===== config.mk =====
export PLATFORM = sky130hd
export DESIGN_NAME = dram_update_write_flat
export DESIGN_NICKNAME = d
export VERILOG_FILES = /design/src/rtl/dram_pkg.sv /design/src/rtl/dram_update_write_if.sv /design/src/rtl/dram_wr_stats.sv /design/src/rtl/dram_update_write.sv /design/src/flat_wrapper.sv
export SDC_FILE = /design/constraint.sdc
export NUM_CORES = 1
export LEC_CHECK = 0
export BUFFER_PORTS_ARGS = -buffer_cell sky130_fd_sc_hd__buf_2
export CAP_MARGIN = 20
export CORE_AREA = 2 2 191 193
export CTS_BUF_LIST = sky130_fd_sc_hd__clkbuf_4
export DETAILED_ROUTE_END_ITERATION = 10
export DIE_AREA = 0 0 193 195
export HOLD_SLACK_MARGIN = 0.03
export SYNTH_ARGS = -nofsm -noshare
export SYNTH_HDL_FRONTEND = slang
export SYNTH_HIERARCHICAL = 1
export SYNTH_SLANG_ARGS = --single-unit

===== constraint.sdc =====
create_clock -name clk -period 2.95 [get_ports clk]
set_input_delay 0.1475 -clock clk [delete_from_list [all_inputs] [get_ports clk]]
set_output_delay 0.1475 -clock clk [all_outputs]
set_load 0.1 [all_outputs]

===== src/rtl/dram_pkg.sv =====
// Shared constants for the DRAM key/value table: line geometry, FIFO word layout and
// the update-writer FSM state encoding.
package dram_pkg;

    localparam int unsigned DRAM_LINE_LOG2  = 5;
    localparam int unsigned DRAM_LINE_BYTES = 32;
    localparam int unsigned LINE_W          = 256;
    localparam int unsigned KV_FIELD_W      = 32;
    localparam int unsigned KV_KEY_LSB      = 0;
    localparam int unsigned KV_VAL_LSB      = 32;
    localparam int unsigned STAT_W          = 32;

    // Update FIFO word: {key[63:32], value[31:0]}
    localparam int unsigned FIFO_W       = 64;
    localparam int unsigned FIFO_KEY_LSB = 32;
    localparam int unsigned FIFO_KEY_MSB = 63;
    localparam int unsigned FIFO_VAL_LSB = 0;
    localparam int unsigned FIFO_VAL_MSB = 31;

    localparam int unsigned NUM_STATES        = 6;
    localparam int unsigned ST_IDLE_BIT       = 0;
    localparam int unsigned ST_POP_BIT        = 1;
    localparam int unsigned ST_LATCH_BIT      = 2;
    localparam int unsigned ST_GO_BIT         = 3;
    localparam int unsigned ST_PUSH_BIT       = 4;
    localparam int unsigned ST_WAIT_DONE_BIT  = 5;

    typedef enum logic [NUM_STATES-1:0] {
        ST_IDLE      = NUM_STATES'(1 << ST_IDLE_BIT),
        ST_POP       = NUM_STATES'(1 << ST_POP_BIT),
        ST_LATCH     = NUM_STATES'(1 << ST_LATCH_BIT),
        ST_GO        = NUM_STATES'(1 << ST_GO_BIT),
        ST_PUSH      = NUM_STATES'(1 << ST_PUSH_BIT),
        ST_WAIT_DONE = NUM_STATES'(1 << ST_WAIT_DONE_BIT)
    } upd_state_e;

    // DDR line payload as the reader expects it; upper bits are padding.
    typedef struct packed {
        logic [LINE_W-2*KV_FIELD_W-1:0] pad;
        logic [KV_FIELD_W-1:0]          value;
        logic [KV_FIELD_W-1:0]          key;
    } kv_line_t;

    function automatic kv_line_t kv_line(input logic [KV_FIELD_W-1:0] key,
                                         input logic [KV_FIELD_W-1:0] value);
        kv_line_t line;
        line       = '0;
        line.key   = key;
        line.value = value;
        return line;
    endfunction

endpackage


===== src/rtl/dram_update_write_if.sv =====
// Update FIFO read port plus Avalon write-master control/buffer port of the update writer.
interface dram_update_write_if #(
    parameter int unsigned AW = 31
);
    import dram_pkg::*;

    logic [FIFO_W-1:0] upd_fifo_readdata;
    logic              upd_fifo_read;
    logic              upd_fifo_empty;
    logic              control_fixed_location;
    logic [AW-1:0]     control_write_base;
    logic [AW-1:0]     control_write_length;
    logic              control_go;
    logic              control_done;
    logic              user_write_buffer;
    logic [LINE_W-1:0] user_buffer_input_data;
    logic              user_buffer_full;

    modport master (
        input  upd_fifo_readdata,
        output upd_fifo_read,
        input  upd_fifo_empty,
        output control_fixed_location,
        output control_write_base,
        output control_write_length,
        output control_go,
        input  control_done,
        output user_write_buffer,
        output user_buffer_input_data,
        input  user_buffer_full
    );

    modport slave (
        output upd_fifo_readdata,
        input  upd_fifo_read,
        output upd_fifo_empty,
        input  control_fixed_location,
        input  control_write_base,
        input  control_write_length,
        input  control_go,
        output control_done,
        input  user_write_buffer,
        input  user_buffer_input_data,
        output user_buffer_full
    );

endinterface


===== src/rtl/dram_wr_stats.sv =====
// Write/drop statistics counters for the update writer; wrap modulo 2^32, cleared by reset only.
module dram_wr_stats
    import dram_pkg::*;
(
    input  logic              clk,
    input  logic              reset_n,
    input  logic              i_wr_inc,
    input  logic              i_drop_inc,
    output logic [STAT_W-1:0] o_wr_count,
    output logic [STAT_W-1:0] o_drop_count
);

    logic [STAT_W-1:0] r_wr_count;
    logic [STAT_W-1:0] r_drop_count;

    always_ff @(posedge clk or negedge reset_n) begin
        if (!reset_n) begin
            r_wr_count   <= '0;
            r_drop_count <= '0;
        end else begin
            if (i_wr_inc)   r_wr_count   <= r_wr_count + STAT_W'(1);
            if (i_drop_inc) r_drop_count <= r_drop_count + STAT_W'(1);
        end
    end

    assign o_wr_count   = r_wr_count;
    assign o_drop_count = r_drop_count;

endmodule


===== src/rtl/dram_update_write.sv =====
// Drains {key,value} updates into key-indexed 32-byte DDR lines, then hands off with dram_flush.
// Optional statistics counters are built when DRAM_WR_STATS_EN is defined.
module dram_update_write
    import dram_pkg::*;
#(
    parameter int unsigned              ADDRESS_WIDTH = 31,
    parameter logic [ADDRESS_WIDTH-1:0] DDR_BASE      = '0,
    parameter int unsigned              MAX_KEYS      = 1024
)(
    input  logic                    clk,
    input  logic                    reset_n,
    dram_update_write_if.master     bus,
    input  logic                    flush_req,
    input  logic [STAT_W-1:0]       num_keys,
    output logic                    dram_flush,
    output logic                    busy,
    output logic [STAT_W-1:0]       wr_count,
    output logic [STAT_W-1:0]       drop_count
);

    upd_state_e               r_state;
    upd_state_e               w_state_nxt;

    logic                     r_fifo_read;
    logic                     r_go;
    logic                     r_write_buffer;
    logic                     r_dram_flush;
    logic                     r_busy;
    logic                     r_flush_pending;
    logic [ADDRESS_WIDTH-1:0] r_base;
    logic [LINE_W-1:0]        r_data;

    logic                     w_fifo_read_nxt;
    logic                     w_go_nxt;
    logic                     w_write_buffer_nxt;
    logic                     w_dram_flush_nxt;
    logic                     w_busy_nxt;
    logic                     w_pending_clr;
    logic                     w_pending_nxt;
    logic [ADDRESS_WIDTH-1:0] w_base_nxt;
    logic [LINE_W-1:0]        w_data_nxt;
    logic                     w_wr_inc;
    logic                     w_drop_inc;

    logic [KV_FIELD_W-1:0]    w_key;
    logic [KV_FIELD_W-1:0]    w_value;
    logic                     w_drop;

    assign w_key   = bus.upd_fifo_readdata[FIFO_KEY_MSB:FIFO_KEY_LSB];
    assign w_value = bus.upd_fifo_readdata[FIFO_VAL_MSB:FIFO_VAL_LSB];

    // Out-of-range keys are dropped rather than allowed to alias another line.
    assign w_drop  = (w_key >= num_keys) || (w_key >= STAT_W'(MAX_KEYS));

    // Next-state and next-output decode
    always_comb begin
        w_state_nxt        = r_state;
        w_fifo_read_nxt    = 1'b0;
        w_go_nxt           = 1'b0;
        w_write_buffer_nxt = 1'b0;
        w_dram_flush_nxt   = 1'b0;
        w_pending_clr      = 1'b0;
        w_base_nxt         = r_base;
        w_data_nxt         = r_data;
        w_wr_inc           = 1'b0;
        w_drop_inc         = 1'b0;

        unique case (r_state)
            ST_IDLE: begin
                if (!bus.upd_fifo_empty) begin
                    w_fifo_read_nxt = 1'b1;
                    w_state_nxt     = ST_POP;
                end else if (r_flush_pending) begin
                    w_dram_flush_nxt = 1'b1;
                    w_pending_clr    = 1'b1;
                end
            end
            ST_POP: begin
                w_state_nxt = ST_LATCH;
            end
            ST_LATCH: begin
                if (w_drop) begin
                    w_drop_inc  = 1'b1;
                    w_state_nxt = ST_IDLE;
                end else begin
                    w_base_nxt  = DDR_BASE + ADDRESS_WIDTH'({w_key, DRAM_LINE_LOG2'(0)});
                    w_data_nxt  = kv_line(w_key, w_value);
                    w_go_nxt    = 1'b1;
                    w_state_nxt = ST_GO;
                end
            end
            ST_GO: begin
                w_state_nxt = ST_PUSH;
            end
            ST_PUSH: begin
                if (!bus.user_buffer_full) begin
                    w_write_buffer_nxt = 1'b1;
                    w_state_nxt        = ST_WAIT_DONE;
                end
            end
            ST_WAIT_DONE: begin
                if (bus.control_done) begin
                    w_wr_inc    = 1'b1;
                    w_state_nxt = ST_IDLE;
                end
            end
            default: begin
                w_state_nxt = ST_IDLE;
            end
        endcase

        // A request arriving in the issue cycle survives and earns its own pulse.
        w_pending_nxt = (r_flush_pending && !w_pending_clr) || flush_req;
        w_busy_nxt    = (w_state_nxt != ST_IDLE) || w_pending_nxt;
    end

    // State and registered outputs
    always_ff @(posedge clk or negedge reset_n) begin
        if (!reset_n) begin
            r_state         <= ST_IDLE;
            r_fifo_read     <= 1'b0;
            r_go            <= 1'b0;
            r_write_buffer  <= 1'b0;
            r_dram_flush    <= 1'b0;
            r_busy          <= 1'b0;
            r_flush_pending <= 1'b0;
            r_base          <= '0;
            r_data          <= '0;
        end else begin
            r_state         <= w_state_nxt;
            r_fifo_read     <= w_fifo_read_nxt;
            r_go            <= w_go_nxt;
            r_write_buffer  <= w_write_buffer_nxt;
            r_dram_flush    <= w_dram_flush_nxt;
            r_busy          <= w_busy_nxt;
            r_flush_pending <= w_pending_nxt;
            r_base          <= w_base_nxt;
            r_data          <= w_data_nxt;
        end
    end

    assign bus.upd_fifo_read          = r_fifo_read;
    assign bus.control_fixed_location = 1'b0;
    assign bus.control_write_base     = r_base;
    assign bus.control_write_length   = ADDRESS_WIDTH'(DRAM_LINE_BYTES);
    assign bus.control_go             = r_go;
    assign bus.user_write_buffer      = r_write_buffer;
    assign bus.user_buffer_input_data = r_data;
    assign dram_flush                 = r_dram_flush;
    assign busy                       = r_busy;

`ifdef DRAM_WR_STATS_EN
    dram_wr_stats u_stats (
        .clk          (clk),
        .reset_n      (reset_n),
        .i_wr_inc     (w_wr_inc),
        .i_drop_inc   (w_drop_inc),
        .o_wr_count   (wr_count),
        .o_drop_count (drop_count)
    );
`else
    logic w_unused_stats;
    assign w_unused_stats = w_wr_inc | w_drop_inc;
    assign wr_count       = '0;
    assign drop_count     = '0;
`endif

endmodule


===== src/flat_wrapper.sv =====
// flat-port wrapper written by rule: the top's interface ports become plain ports
module dram_update_write_flat import dram_pkg::*;
#(
    parameter int unsigned              ADDRESS_WIDTH = 31,
    parameter logic [ADDRESS_WIDTH-1:0] DDR_BASE      = '0,
    parameter int unsigned              MAX_KEYS      = 1024
)
  (clk, reset_n, flush_req, num_keys, dram_flush, busy, wr_count, drop_count, bus_upd_fifo_readdata, bus_upd_fifo_read, bus_upd_fifo_empty, bus_control_fixed_location, bus_control_write_base, bus_control_write_length, bus_control_go, bus_control_done, bus_user_write_buffer, bus_user_buffer_input_data, bus_user_buffer_full);
  dram_update_write_if #(.AW((31))) bus_i ();
  input  logic clk;
  input  logic reset_n;
  input  logic flush_req;
  input  logic [STAT_W-1:0] num_keys;
  output logic dram_flush;
  output logic busy;
  output logic [STAT_W-1:0] wr_count;
  output logic [STAT_W-1:0] drop_count;
  input wire logic [$bits(bus_i.upd_fifo_readdata)-1:0] bus_upd_fifo_readdata;
  output wire logic [$bits(bus_i.upd_fifo_read)-1:0] bus_upd_fifo_read;
  input wire logic [$bits(bus_i.upd_fifo_empty)-1:0] bus_upd_fifo_empty;
  output wire logic [$bits(bus_i.control_fixed_location)-1:0] bus_control_fixed_location;
  output wire logic [$bits(bus_i.control_write_base)-1:0] bus_control_write_base;
  output wire logic [$bits(bus_i.control_write_length)-1:0] bus_control_write_length;
  output wire logic [$bits(bus_i.control_go)-1:0] bus_control_go;
  input wire logic [$bits(bus_i.control_done)-1:0] bus_control_done;
  output wire logic [$bits(bus_i.user_write_buffer)-1:0] bus_user_write_buffer;
  output wire logic [$bits(bus_i.user_buffer_input_data)-1:0] bus_user_buffer_input_data;
  input wire logic [$bits(bus_i.user_buffer_full)-1:0] bus_user_buffer_full;
  assign bus_i.upd_fifo_readdata = bus_upd_fifo_readdata;
  assign bus_upd_fifo_read = bus_i.upd_fifo_read;
  assign bus_i.upd_fifo_empty = bus_upd_fifo_empty;
  assign bus_control_fixed_location = bus_i.control_fixed_location;
  assign bus_control_write_base = bus_i.control_write_base;
  assign bus_control_write_length = bus_i.control_write_length;
  assign bus_control_go = bus_i.control_go;
  assign bus_i.control_done = bus_control_done;
  assign bus_user_write_buffer = bus_i.user_write_buffer;
  assign bus_user_buffer_input_data = bus_i.user_buffer_input_data;
  assign bus_i.user_buffer_full = bus_user_buffer_full;
  dram_update_write #(.ADDRESS_WIDTH(ADDRESS_WIDTH), .DDR_BASE(DDR_BASE), .MAX_KEYS(MAX_KEYS)) u_core (.clk(clk), .reset_n(reset_n), .bus(bus_i), .flush_req(flush_req), .num_keys(num_keys), .dram_flush(dram_flush), .busy(busy), .wr_count(wr_count), .drop_count(drop_count));
endmodule

==> impl_metrics.toml <==
[critical_path]
end_kind = "flip-flop"
r2r-start = "u_core/r_state[3]"
critical_path_class = "in2reg"
r2r-end = "u_core/bus.user_buffer_input_data[35]"
slowest_stage = "dlygate4sd3_1"
cp-startpoint = "bus_upd_fifo_readdata[32]"
max_stage_delay_ns = 0.53
cpMostUsedCell = "buf_12"
crit_chain = "dlygate4sd3_1 > buf_2 > inv_1 > ha_1 > nand2b_1 > a2111oi_0 > nand3b_1 > nand3_1 > a211oi_4 > buf_12 > buf_12 > mux2_4"
crit_path_start_kind = "input port"
cp.arrival_ns = 2.99
cp_data_required_time_ns = 3.28
r2r_slack_ns = 0.48
crit_fanout = 16
reg2reg_depth = 7

[power_and_ir_drop]
cellLeakagePower_nw = 4.28
p_clk_frac = 0.183
pwr-share-seq = 0.278
p_int_w = 0.00165
ir_drop_mv = 0.318
swShare = 0.586
combPwrFrac = 0.538
switchingPower_w = 0.00234
power.density_nw_per_um2 = 548
power.total_w = 0.00399

[route]
wl_per_cell_microns = 11.1
routed_via_density = 3.05
drt-total-wl_mm = 15.0
antenna_left = 0
drt_first_pass_iters = 4
vias = 4105
drt-initial-drc-count = 76
drc = 0

[flow_run]
cap_violations = 0

[layout]
diodes = 0
final-seq-area_sq_um = 1900
post-route-util = 0.206
multi_input_area_sq_um = 2830
syn2layout_area_growth_pct = 16.4
fill_cells = 3912
fin_nets = 1014
design_area_sq_um = 7290
drive_gt1_frac = 0.321

[logic_synthesis]
netlist_area_sq_um = 6270
yosysTopAreaCell = "buf_4"
ys_seq_area_frac = 0.304
synth_cells = 638
ys_warn_count = 6
synth_top_area_share = 0.382
synthArstFlopShare = 1.00
synth_edf_count = 0
ys_seq_elements = 76
netlist_top_cells_area = "buf_4, dfrtp_1, mux2_4"
syn_area_per_cell_sq_um = 9.82
synth_cell_types = 40
ys.flop_type = "dfrtp_1"

[cts]
cts.clk_slew.worst_paths_ns = 0.13
numCtsBuffers = 9
clkSinkCount = 76
clockBufferDepth = 2
cts_tree = "yes"
worstSkewPairLatency_ns = 0.45
post_cts_buffers = 0
htreeDepth = 3
cts_root_buffer = "clkbuf_4"

[placement]
gp_congestion = 0.725
port_buffers = 196
dpl_cell_area_sq_um = 6660
dpl.hpwl_mm = 12.2

[global_route]
grt_pass1_vias = 3503
antenna_found_initial = 2
grt_max_degree = 77
grt_pass1_wl_mm = 19.4
grt_overflow_total = 0
grt_util_all_layers = 0.0692

[sta]
tns_ns = 0
post-route-period-util = 0.900
slew_headroom = 0.357
final.min_clock_period_ns = 2.65
hold_violations = 0
setup_violations = 0
drv_slew = 0
grt_setup_unrepaired = "no"
hold_slack_ns = 0.386
fmax_mhz = 377
tightest_slew_ns = 0.965
clock_skew_ns = 0.0143

[die]
rows = 69
placeableCoreArea_sq_um = 35400
fp.dieH_microns = 195
dieArea_sq_um = 37600
io_pins = 490
initial_core_util = 0.177
dieWidth_microns = 193

[run_status]
status = "finished, final reports clean"

[worst_hold_path]
worst_hold_path_type = "in2async"
-- flip-flops by register name, summed over array words and instances, names as in the netlist --
register                           flops
u_core/busy                            1
u_core/r_flush_pending                 1
u_core/bus.user_buffer_input_data     64
u_core/bus.control_go                  1
u_core/dram_flush                      1
u_core/bus.user_write_buffer           1
u_core/r_state                         6
u_core/bus.upd_fifo_read               1
-- logic make-up (layout without fill, tap and decap cells) --
| group | after synthesis | after routing | share of synthesized area |
|---|---|---|---|
| other cells | 2 | 293 | 0.00120 |
| simple gates | 81 | 81 | 0.0719 |
| mux | 43 | 43 | 0.0988 |
| compound gates | 39 | 39 | 0.0383 |
| xor+xnor | 1 | 1 | 0.00140 |
| flops | 76 | 76 | 0.304 |
| buf+inv | 364 | 320 | 0.421 |
| fa+ha+maj | 32 | 32 | 0.0639 |
-- worst max path at each step --
stage | cells after the start | to
floorplan | 10 | u_core/bus.user_buffer_input_data[57]
global placement | 11 | u_core/bus.user_buffer_input_data[35]
detailed placement | 11 | u_core/bus.user_buffer_input_data[35]
CTS | 12 | u_core/bus.user_buffer_input_data[35]
global route | 12 | u_core/bus.user_buffer_input_data[37]
finish | 12 | u_core/bus.user_buffer_input_data[35]
-- layout make-up --
type / instances / area share
clock inverters: 6 / 0.0120
inverters: 37 / 0.0190
repair buffers: 267 / 0.231
well taps: 461 / 0.0791
clock buffers: 10 / 0.0103
flip-flops and latches: 76 / 0.261
multi-input cells: 489 / 0.388
-- power groups by stage --
stage	combinational, W	clock [W]	sequential, W
2_1_floorplan	0.00211	0	0.00122
3_3_place_gp	0.00209	0	0.00113
3_5_place_dp	0.00210	0	0.00113
4_1_cts	0.00215	0.000781	0.00111
5_1_grt	0.00223	0.000819	0.00112
6_report	0.00215	0.000733	0.00111
-- layer usage --
layer / up-vias / GRT usage / share of wire
met4: 4 / 0.0210 / 0.011
met5: - / 0 / 0.0017
met2: 277 / 0.130 / 0.51
li1: 1930 / - / -
met1: 1879 / 0.0763 / 0.38
met3: 15 / 0.0155 / 0.095
-- worst max-delay path, delay by kind of cell --
family | cells | cell delay (ns)
AND/OR/NAND/NOR | 3 | 0.51
multiplexers | 1 | 0.32
AO/OA/AOI/OAI | 2 | 0.70
adder cells (fa/ha/maj) | 1 | 0.25
buffers and inverters | 5 | 1.05
-- layout by cell type, fill, tap and decap left out, drive strengths merged, types with 7 or more instances in the layout --
master	Yosys	final
o21ai	12	12
a21oi	16	16
nand4	7	7
ha	32	32
nor2b	22	22
dfrtp	75	75
nor2	10	10
inv	37	38
nor4	8	8
buf	325	220
conb	2	293
dlygate4sd3	0	47
nand2	13	13
mux2	43	43
clkbuf	2	10
-- synth_stat cells (2+ instances only) --
cell type / number
or2_2: 2
nand3_1: 5
buf_12: 4
inv_1: 37
clkbuf_1: 2
nor2b_1: 22
ha_1: 32
conb_1: 2
mux2_2: 6
nor3_1: 5
nand2b_1: 2
a21oi_1: 16
nand4_1: 7
a211oi_2: 2
nor2_1: 10
mux2_4: 36
dfrtp_1: 75
or3_1: 3
nor4_1: 7
a211oi_1: 2
nand2_1: 13
buf_4: 319
o21ai_0: 12
-- repair_timing --
action                                  in CTS  in global routing
endpoints found under the setup margin       0                  0
hold buffers                                47                  0
gates resized for setup                      0                  0
endpoints found under the hold margin      125                  0
-- metrics by stage --
step / std cells / worst slack (ns)
after floorplan: 929 / 0.810
after global placement: 1283 / 0.154
after detailed placement: 1283 / 0.0848
after CTS: 1346 / 0.243
after global routing: 1346 / 0.0316
final: 1346 / 0.295
No activity file was read; power rests on OpenSTA's default activity.
